$ cat src/rtl/word_serializer.sv
// word_serializer
//   Takes one parallel word through a load/ready handshake and sends it out on
//   one serial line. Each frame is a start bit (0), WIDTH data bits sent LSB
//   first, and a stop bit (1). Every serial bit is held for BIT_CYCLES clocks.
//
// Parameters
//   WIDTH       number of data bits in each frame (>= 1)
//   BIT_CYCLES  number of clk cycles that each serial bit stays on tx (>= 1)
//
// Ports
//   clk    in   1      system clock; all state changes on the rising edge
//   reset  in   1      synchronous, active-high reset; overrides every input
//   load   in   1      asks to send D; accepted only while ready=1
//   D      in   WIDTH  parallel word, captured on the edge that accepts it
//   ready  out  1      1 when idle, so a load in this cycle is accepted
//   busy   out  1      1 while a frame is being sent; always equal to ~ready
//   tx     out  1      registered serial line; sits at 1 when idle
//   done   out  1      high for exactly one cycle, the first idle cycle after a frame
module word_serializer #(
  parameter int WIDTH      = 5,
  parameter int BIT_CYCLES = 4
) (
  input  logic             clk,
  input  logic             reset,
  input  logic             load,
  input  logic [WIDTH-1:0] D,
  output logic             ready,
  output logic             busy,
  output logic             tx,
  output logic             done
);

  // Both counters are at least one bit wide. This keeps the design legal
  // when BIT_CYCLES=1 or WIDTH=1.
  localparam int CW = (BIT_CYCLES > 1) ? $clog2(BIT_CYCLES) : 1;
  localparam int BW = ($clog2(WIDTH + 1) > 1) ? $clog2(WIDTH + 1) : 1;

  localparam logic [CW-1:0] CYC_LAST = CW'(BIT_CYCLES - 1);
  localparam logic [BW-1:0] BIT_LAST = BW'(WIDTH - 1);

  typedef enum logic [1:0] {
    IDLE  = 2'd0,
    START = 2'd1,
    DATA  = 2'd2,
    STOP  = 2'd3
  } state_t;

  state_t           state;
  logic [WIDTH-1:0] shreg;
  logic [CW-1:0]    cyc;
  logic [BW-1:0]    bitcnt;
  logic             tx_reg;
  logic             done_reg;
  logic             ready_reg;

  always_ff @(posedge clk) begin
    if (reset) begin
      state     <= IDLE;
      shreg     <= '0;
      cyc       <= '0;
      bitcnt    <= '0;
      tx_reg    <= 1'b1;
      done_reg  <= 1'b0;
      ready_reg <= 1'b1;
    end else begin
      // done defaults to 0 here. It is set only by the final edge of STOP,
      // so it is high only in the first idle cycle after a frame.
      done_reg <= 1'b0;
      case (state)
        IDLE: begin
          tx_reg <= 1'b1;
          if (load && ready_reg) begin
            shreg     <= D;
            tx_reg    <= 1'b0;
            bitcnt    <= '0;
            cyc       <= '0;
            ready_reg <= 1'b0;
            state     <= START;
          end
        end

        START: begin
          if (cyc == CYC_LAST) begin
            // Put bit 0 on the line now and shift, so shreg[0] is always
            // the next bit to send.
            tx_reg <= shreg[0];
            shreg  <= shreg >> 1;
            cyc    <= '0;
            bitcnt <= '0;
            state  <= DATA;
          end else begin
            cyc <= cyc + CW'(1);
          end
        end

        DATA: begin
          if (cyc == CYC_LAST) begin
            cyc <= '0;
            if (bitcnt == BIT_LAST) begin
              tx_reg <= 1'b1;
              state  <= STOP;
            end else begin
              tx_reg <= shreg[0];
              shreg  <= shreg >> 1;
              bitcnt <= bitcnt + BW'(1);
            end
          end else begin
            cyc <= cyc + CW'(1);
          end
        end

        STOP: begin
          if (cyc == CYC_LAST) begin
            cyc       <= '0;
            done_reg  <= 1'b1;
            ready_reg <= 1'b1;
            state     <= IDLE;
          end else begin
            cyc <= cyc + CW'(1);
          end
        end

        default: begin
          state     <= IDLE;
          tx_reg    <= 1'b1;
          ready_reg <= 1'b1;
        end
      endcase
    end
  end

  assign tx    = tx_reg;
  assign done  = done_reg;
  assign ready = ready_reg;
  assign busy  = ~ready_reg;

endmodule

$ cat config.mk
export PLATFORM = sky130hd
export DESIGN_NAME = word_serializer
export DESIGN_NICKNAME = d
export VERILOG_FILES = /design/src/rtl/word_serializer.sv
export SDC_FILE = /design/constraint.sdc
export NUM_CORES = 1
export LEC_CHECK = 0
export CAP_MARGIN = 20
export CORE_MARGIN = 8
export CORE_UTILIZATION = 55
export DETAILED_ROUTE_END_ITERATION = 8
export HOLD_SLACK_MARGIN = 0.03
export PLACE_DENSITY = 0.81
export SLEW_MARGIN = 40
export SYNTH_ARGS = -nofsm -noshare
export SYNTH_HDL_FRONTEND = slang
export SYNTH_SLANG_ARGS = --single-unit
$ cat constraint.sdc
create_clock -name clk -period 5.87 [get_ports clk]
set_clock_uncertainty 0.1 [all_clocks]
set_input_delay 1.174 -clock clk [delete_from_list [all_inputs] [get_ports clk]]
set_output_delay 1.174 -clock clk [all_outputs]
set_load 0.01 [all_outputs]
* After elaboration in Yosys (flattened, before gate mapping)
Index checks and enable logic that the tools add are counted.
Storage, ports and cells: bits in registers 15, RAM bits 0, output and inout port bits 4, bits in read-only memories 0, latch bits 0, memories 0
Cells by class: reductions and logical operators 10, eq/ne operators 11, muxes and demuxes 28, multipliers 0, add/sub/neg operators 2, magnitude comparators 0, shift-type cells 0, divide/modulo/power cells 0, bitwise operators 2
Operator list (count):
- $mux 5 | 4
- $pmux 5 s3 | 1
- $mux 2 | 7
- $mux 3 | 4
- $ne 2x2->1 const B | 6
- $reduce_and 5->1 | 2
- $pmux 3 s3 | 1
- $pmux 2 s4 | 1
- $mux 1 | 7
- $eq 2x2->1 const B | 3
- $reduce_and 3->1 | 2
- $pmux 2 s2 | 1
- $add 3x1->3 const B | 1
- $eq 3x3->1 const B | 1
- $pmux 1 s3 | 1
- $reduce_bool 3->1 | 1
- $reduce_or 3->1 | 1
- $add 2x1->2 const B | 1
- $eq 2x1->1 const B | 1
- $logic_not 2->1 | 1
- $not 1->1 | 2
- $pmux 1 s2 | 1
- $reduce_bool 2->1 | 1
- $reduce_or 2->1 | 1
- $logic_and 1x1->1 | 1

* Depth between registers and ports, before layout
Gate-level depths: netlist (run 1).
depth in word-level cells 4, gate-level depth with buffers 7, gate-level depth less buffers 6

* Worst setup path after synthesis (run 1)
Ideal clock, no wire load.
path type input to register, start input port load, end register bitcnt[2], setup slack 3.535 ns, arrival time 2.117 ns, cell stages on the path 4, buffers on the path 0, path through a21boi_0 -> a2111oi_4 -> o21ai_1 -> a32o_1
Between the ends: longest elaborated chain between the ends 3
RTL lines:
- start: declaration | line 25 | input logic load,
- $logic_and 1x1->1 | line 72 | if (load && ready_reg) begin
- $ne 2x2->1 (no line)
- $reduce_and 5->1 (no line)
- end signal: assignment | line 105 | bitcnt <= bitcnt + BW'(1);
- end: declaration | line 51 | logic [BW-1:0] bitcnt;
No other way between the ends. A chain may end at the register's enable or synchronous reset.

* Worst setup path after layout (run 1)
Same ends and word-level chain as after synthesis.

==> flow_summary_export.csv, run 1 <==
group,metric,value,unit
synth,yosysWarnings,0,
sta,relSlewSlack,0.624,
finish,final_common_cell,"dfxtp_1",
synth,synth.area.top_cells,"dfxtp_1 38%, ha_1 11%, mux2i_1 6.3%",
setup_path,worstPathMaxFanout,12,
synth,synth_top_area_frac,0.376,
clock_tree,cts_tree,"yes",
grt,grt_overflow,0,
clock_tree,cts_root_buffer,"clkbuf_4",
finish,final_util,0.706,
clock_tree,cts_buffer_depth,2,
pwr,power_density,459,mW/mm²
clock_tree,path_clk_slew,0.09,ns
synth,ys_seq_area_frac,0.376,
sta,tns,0,ns
job,cap_violations,0,
floorplanning,floorplan.initialDensity,0.598,
finish,area_delta_synth_final,18.0,%
grt,grt_pass1_wl,2350,µm
drt,drtIter0Drc,10,
status,status,"completed",
floorplanning,die-area,0.00293,mm²
sta,slew_violations,0,
floorplanning,io_pins,12,
drt,antenna_left,0,
floorplanning,die_w,54.1,µm
grt,grt_max_degree,17,
synth,netlist_instances,86,
clock_tree,ctsHoldBuffers,0,
pwr,leakage,0.381,nW
clock_tree,post_cts_buffers,0,
floorplanning,die_y,54.1,µm
placement,port_buffers,11,
sta,setup_viol,0,
sta,setup_slack,3.08,ns
pwr,ir_worst_vdd,235,µV
finish,seq_area,300,µm²
placement,place.gp.congestion,0.759,
synth,synth_top_cell_by_area,"dfxtp_1",
drt,drc,0,
placement,hpwl,1110,µm
sta,max_freq,359,MHz
pwr,total_power,0.432,mW
setup_path,critical_path_required,5.95,ns
placement,dpl_cell_area,908,µm²
drt,routed_wl,1470,µm
sta,rsz0062_at_grt,"false",
synth,syn_area,798,µm²
finish,largest_register_ffs,5,
placement,pre_cts_ws,2.60,ns
synth,ys_types,31,
sta,tightest_slew,0.562,ns
setup_path,startpoint,"load",
clock_tree,clock_sinks,15,
clock_tree,clk_latency,0.28,ns
synth,ys_ff_latch,15,
finish,final_cell_mix,"15 x dfxtp_1, 11 x clkdlybuf4s50_1, 9 x nor2_1",
finish,n_antenna_cell,0,
floorplanning,coreArea,0.00133,mm²
sta,min_period,2.79,ns
setup_path,rrSetupSlack,3.55,ns
clock_tree,htreeDepth,1,
min_path,min-delay-start,"shreg[4]$_SDFFE_PP0P_",
setup_path,end_kind,"register",
sta,fin_crit_sh,0.475,
setup_path,crit_type,"in -> reg",
grt,grt_pass1_vias,571,
drt,via_per_inst,5.64,
finish,multi_input_area,449,µm²
setup_path,r2r-start,"state[0]$_SDFFE_PP0P_",
finish,final_nets,115,
finish,top_regs,"shreg (5), bitcnt (3)",
clock_tree,cts_made_buffers,3,
synth,syn_area_per_cell,9.28,µm²
floorplanning,rows,13,
min_path,hp-class,"reg -> reg",
grt,grt_usage,0.111,
setup_path,cp.arrival,2.87,ns
drt,via_count,643,
setup_path,critical_path.startpoint_type,"input port",
drt,drtPass1Iterations,4,
finish,final_cell_area,942,µm²
drt,wl_per_cell,12.9,µm
grt,antenna_found_initial,0,
finish,max_flop_register,"shreg",
sta,hold_viol,0,
finish,drive_gt1_frac,0.0808,
finish,fillCellCount,110,
synth,syn_nets,101,
clock_tree,post_cts_resized,0,
==> cell families after synthesis <==
group	share of synthesized area
buffers and inverters	0.0611
muxes	0.0627
adders and majority gates	0.110
and+or+nand+nor	0.166
DFF	0.376
AOI/OAI and AO/OA	0.224
==> layout make-up <==
cell class,instances,area share
timing repair buffer,12,0.125
tap,15,0.0199
sequential,15,0.319
inverter,8,0.0319
clock buffer,4,0.0279
multi-input combinational,60,0.477
==> critical path: stages <==
cell and delay, ns:
clkdlybuf4s50_1 0.50, a21boi_0 0.19, a2111oi_4 0.43, buf_4 0.25
o21ai_1 0.08, a32o_1 0.25
==> path summary, 6_finish.rpt <==
check,endpoint,cells after the start
min reg2reg,shreg[4]$_SDFFE_PP0P_,2
max reg2reg,bitcnt[2]$_SDFFE_PP0P_,7
max,bitcnt[2]$_SDFFE_PP0P_,6
min,shreg[4]$_SDFFE_PP0P_,2
==> layer usage <==
metal	GRT usage	part of all wire	vias up
met5	0	0	-
met4	0.0615	0.0088	0
met3	0.0468	0.064	2
met2	0.178	0.46	12
met1	0.121	0.47	295
li1	-	-	334
==> cells in the mapped netlist (all sizes together) <==
master   count
nor4b        1
or2          1
a2111oi      1
buf          3
nand4        1
or3          1
a32o         1
a21oi        5
ha           7
inv          8
mux2i        5
o31ai        1
a211o        1
a21o         1
nand3        2
and3         2
dfxtp       15
nor3         1
a221oi       1
nand3b       1
a21boi       1
o21ai        3
o21a         1
nand2        4
a211oi       6
nor2         9
nand2b       3
==> report_power, final <==
part / switching (mW) / total (mW) / internal, mW / leakage [nW]
clock network: 0.0315 / 0.0578 / 0.0263 / 0.0150
logic: 0.113 / 0.222 / 0.109 / 0.242
registers: 0.0195 / 0.153 / 0.133 / 0.123
==> stage by stage <==
stage	std cells	hold WS, ns
floorplan	86	0.346
global placement	109	0.345
detailed placement	109	0.356
CTS	113	0.380
global route	114	0.392
finish	114	0.376
Power figures use the tool's default switching activity.
==> run 2, diff against run 1 <==
--- a/config.mk
+++ b/config.mk
@@ -7,10 +7,10 @@
 export LEC_CHECK = 0
 export CAP_MARGIN = 20
 export CORE_MARGIN = 8
-export CORE_UTILIZATION = 55
+export CORE_UTILIZATION = 46
 export DETAILED_ROUTE_END_ITERATION = 8
 export HOLD_SLACK_MARGIN = 0.03
-export PLACE_DENSITY = 0.81
+export PLACE_DENSITY = 0.72
 export SLEW_MARGIN = 40
 export SYNTH_ARGS = -nofsm -noshare
 export SYNTH_HDL_FRONTEND = slang
==> constraint.sdc (replaced) <==
create_clock -name clk -period 2.3 [get_ports clk]
set_clock_uncertainty 0.1 [all_clocks]
set_input_delay 0.46 -clock clk [delete_from_list [all_inputs] [get_ports clk]]
set_output_delay 0.46 -clock clk [all_outputs]
set_load 0.01 [all_outputs]
==> flow_summary_export.csv, run 2 (synthesis results as in run 1) <==
group,metric,value,unit
clock_tree,ctsHoldBuffers,0,
floorplanning,floorplan.initialDensity,0.478,
drt,antenna_left,0,
drt,drtIter0Drc,6,
setup_path,worst_path_largest_cell_delay,0.40,ns
sta,slew_violations,0,
clock_tree,clk_latency,0.29,ns
grt,grt_pass1_vias,662,
floorplanning,rows,15,
clock_tree,cts_made_buffers,3,
finish,final_cell_mix,"15 x dfxtp_1, 11 x clkdlybuf4s50_1, 9 x nor2_1",
floorplanning,die_y,57.7,µm
setup_path,critical_path.startpoint_type,"register",
setup_path,worstPathMaxFanout,8,
finish,final_util,0.575,
floorplanning,die-area,0.00332,mm²
finish,final_common_cell,"dfxtp_1",
setup_path,critical_path_required,2.43,ns
finish,top_regs,"shreg (5), bitcnt (3)",
finish,max_flop_register,"shreg",
clock_tree,cts_root_buffer,"clkbuf_4",
min_path,hp-class,"reg -> reg",
sta,setup_viol,0,
clock_tree,post_cts_resized,0,
finish,final_cell_area,960,µm²
sta,tns,0,ns
clock_tree,post_cts_buffers,0,
grt,grt_max_degree,11,
sta,min_period,2.09,ns
setup_path,critPathTopFamily,"compound AO/OA/AOI/OAI gates",
placement,port_buffers,11,
drt,wl_per_cell,13.2,µm
floorplanning,die_w,57.7,µm
finish,n_antenna_cell,0,
sta,fin_crit_sh,0.911,
setup_path,crit_chain,"inv_1, ha_1, or2_4, a2111oi_4, buf_4, nand3_1, a21oi_2",
finish,largest_register_ffs,5,
sta,rsz0062_at_grt,"false",
pwr,leakage,0.390,nW
setup_path,startpoint,"state[0]$_SDFFE_PP0P_",
drt,via_count,655,
pwr,total_power,1.13,mW
pwr,ir_worst_vdd,743,µV
grt,grt_usage,0.106,
finish,area_delta_synth_final,20.2,%
placement,dpl_cell_area,933,µm²
clock_tree,htreeDepth,1,
placement,pre_cts_ws,0.158,ns
grt,grt_pass1_wl,2740,µm
drt,routed_wl,1550,µm
floorplanning,io_pins,12,
drt,drc,0,
clock_tree,cts_buffer_depth,2,
sta,relSlewSlack,0.642,
placement,dp.cells,114,
grt,antenna_found_initial,0,
sta,tightest_slew,0.532,ns
placement,hpwl,1180,µm
setup_path,cp.arrival,2.22,ns
setup_path,cp.buffers_inverters,2,
placement,place.gp.congestion,0.755,
clock_tree,cts_tree,"yes",
setup_path,crit_type,"reg -> reg",
drt,drtPass1Iterations,4,
finish,final_nets,117,
finish,drive_gt1_frac,0.0990,
drt,via_per_inst,5.55,
grt,grt_overflow,0,
finish,instances_no_fill,118,
sta,setup_slack,0.206,ns
pwr,power_density,1180,mW/mm²
setup_path,slowest_stage,"dfxtp_1",
sta,max_freq,477,MHz
clock_tree,clock_sinks,15,
job,cap_violations,0,
sta,holdWs,0.370,ns
clock_tree,path_clk_slew,0.10,ns
setup_path,end_kind,"register",
status,status,"completed",
floorplanning,coreArea,0.00167,mm²
setup_path,r2r-start,"state[0]$_SDFFE_PP0P_",
min_path,min-delay-start,"tx$_SDFFE_PP1P_",
sta,hold_viol,0,
## run 2: final timing paths
path | end | cells after the start | slack, ns
worst max-delay path | bitcnt[1]$_SDFFE_PP0P_ | 7 | 0.21
worst min-delay path | tx$_SDFFE_PP1P_ | 1 | 0.37
worst max register to register | bitcnt[1]$_SDFFE_PP0P_ | 7 | 0.21
worst min register to register | tx$_SDFFE_PP1P_ | 1 | 0.37
## run 2: power breakdown
| part | switching (mW) | internal, mW |
|---|---|---|
| clock | 0.0902 | 0.0675 |
| sequential | 0.0486 | 0.340 |
| combinational | 0.293 | 0.294 |
| total | 0.432 | 0.701 |
## run 2: area by class of cell
type	count	area (µm²)
Multi-Input combinational cell	60	449
Fill cell	156	711
Sequential cell	15	300
Clock buffer	4	26.3
Timing Repair Buffer	14	133
Inverter	8	30.0
Tap cell	17	21.3
## run 2: layer usage
metal	up-vias	global-route usage	routed length [µm]	share of wire
met3	4	0.0375	77	0.050
li1	332	-	-	-
met5	-	0	0	0
met4	0	0.0839	48	0.031
met2	13	0.185	733	0.47
met1	306	0.0995	693	0.45
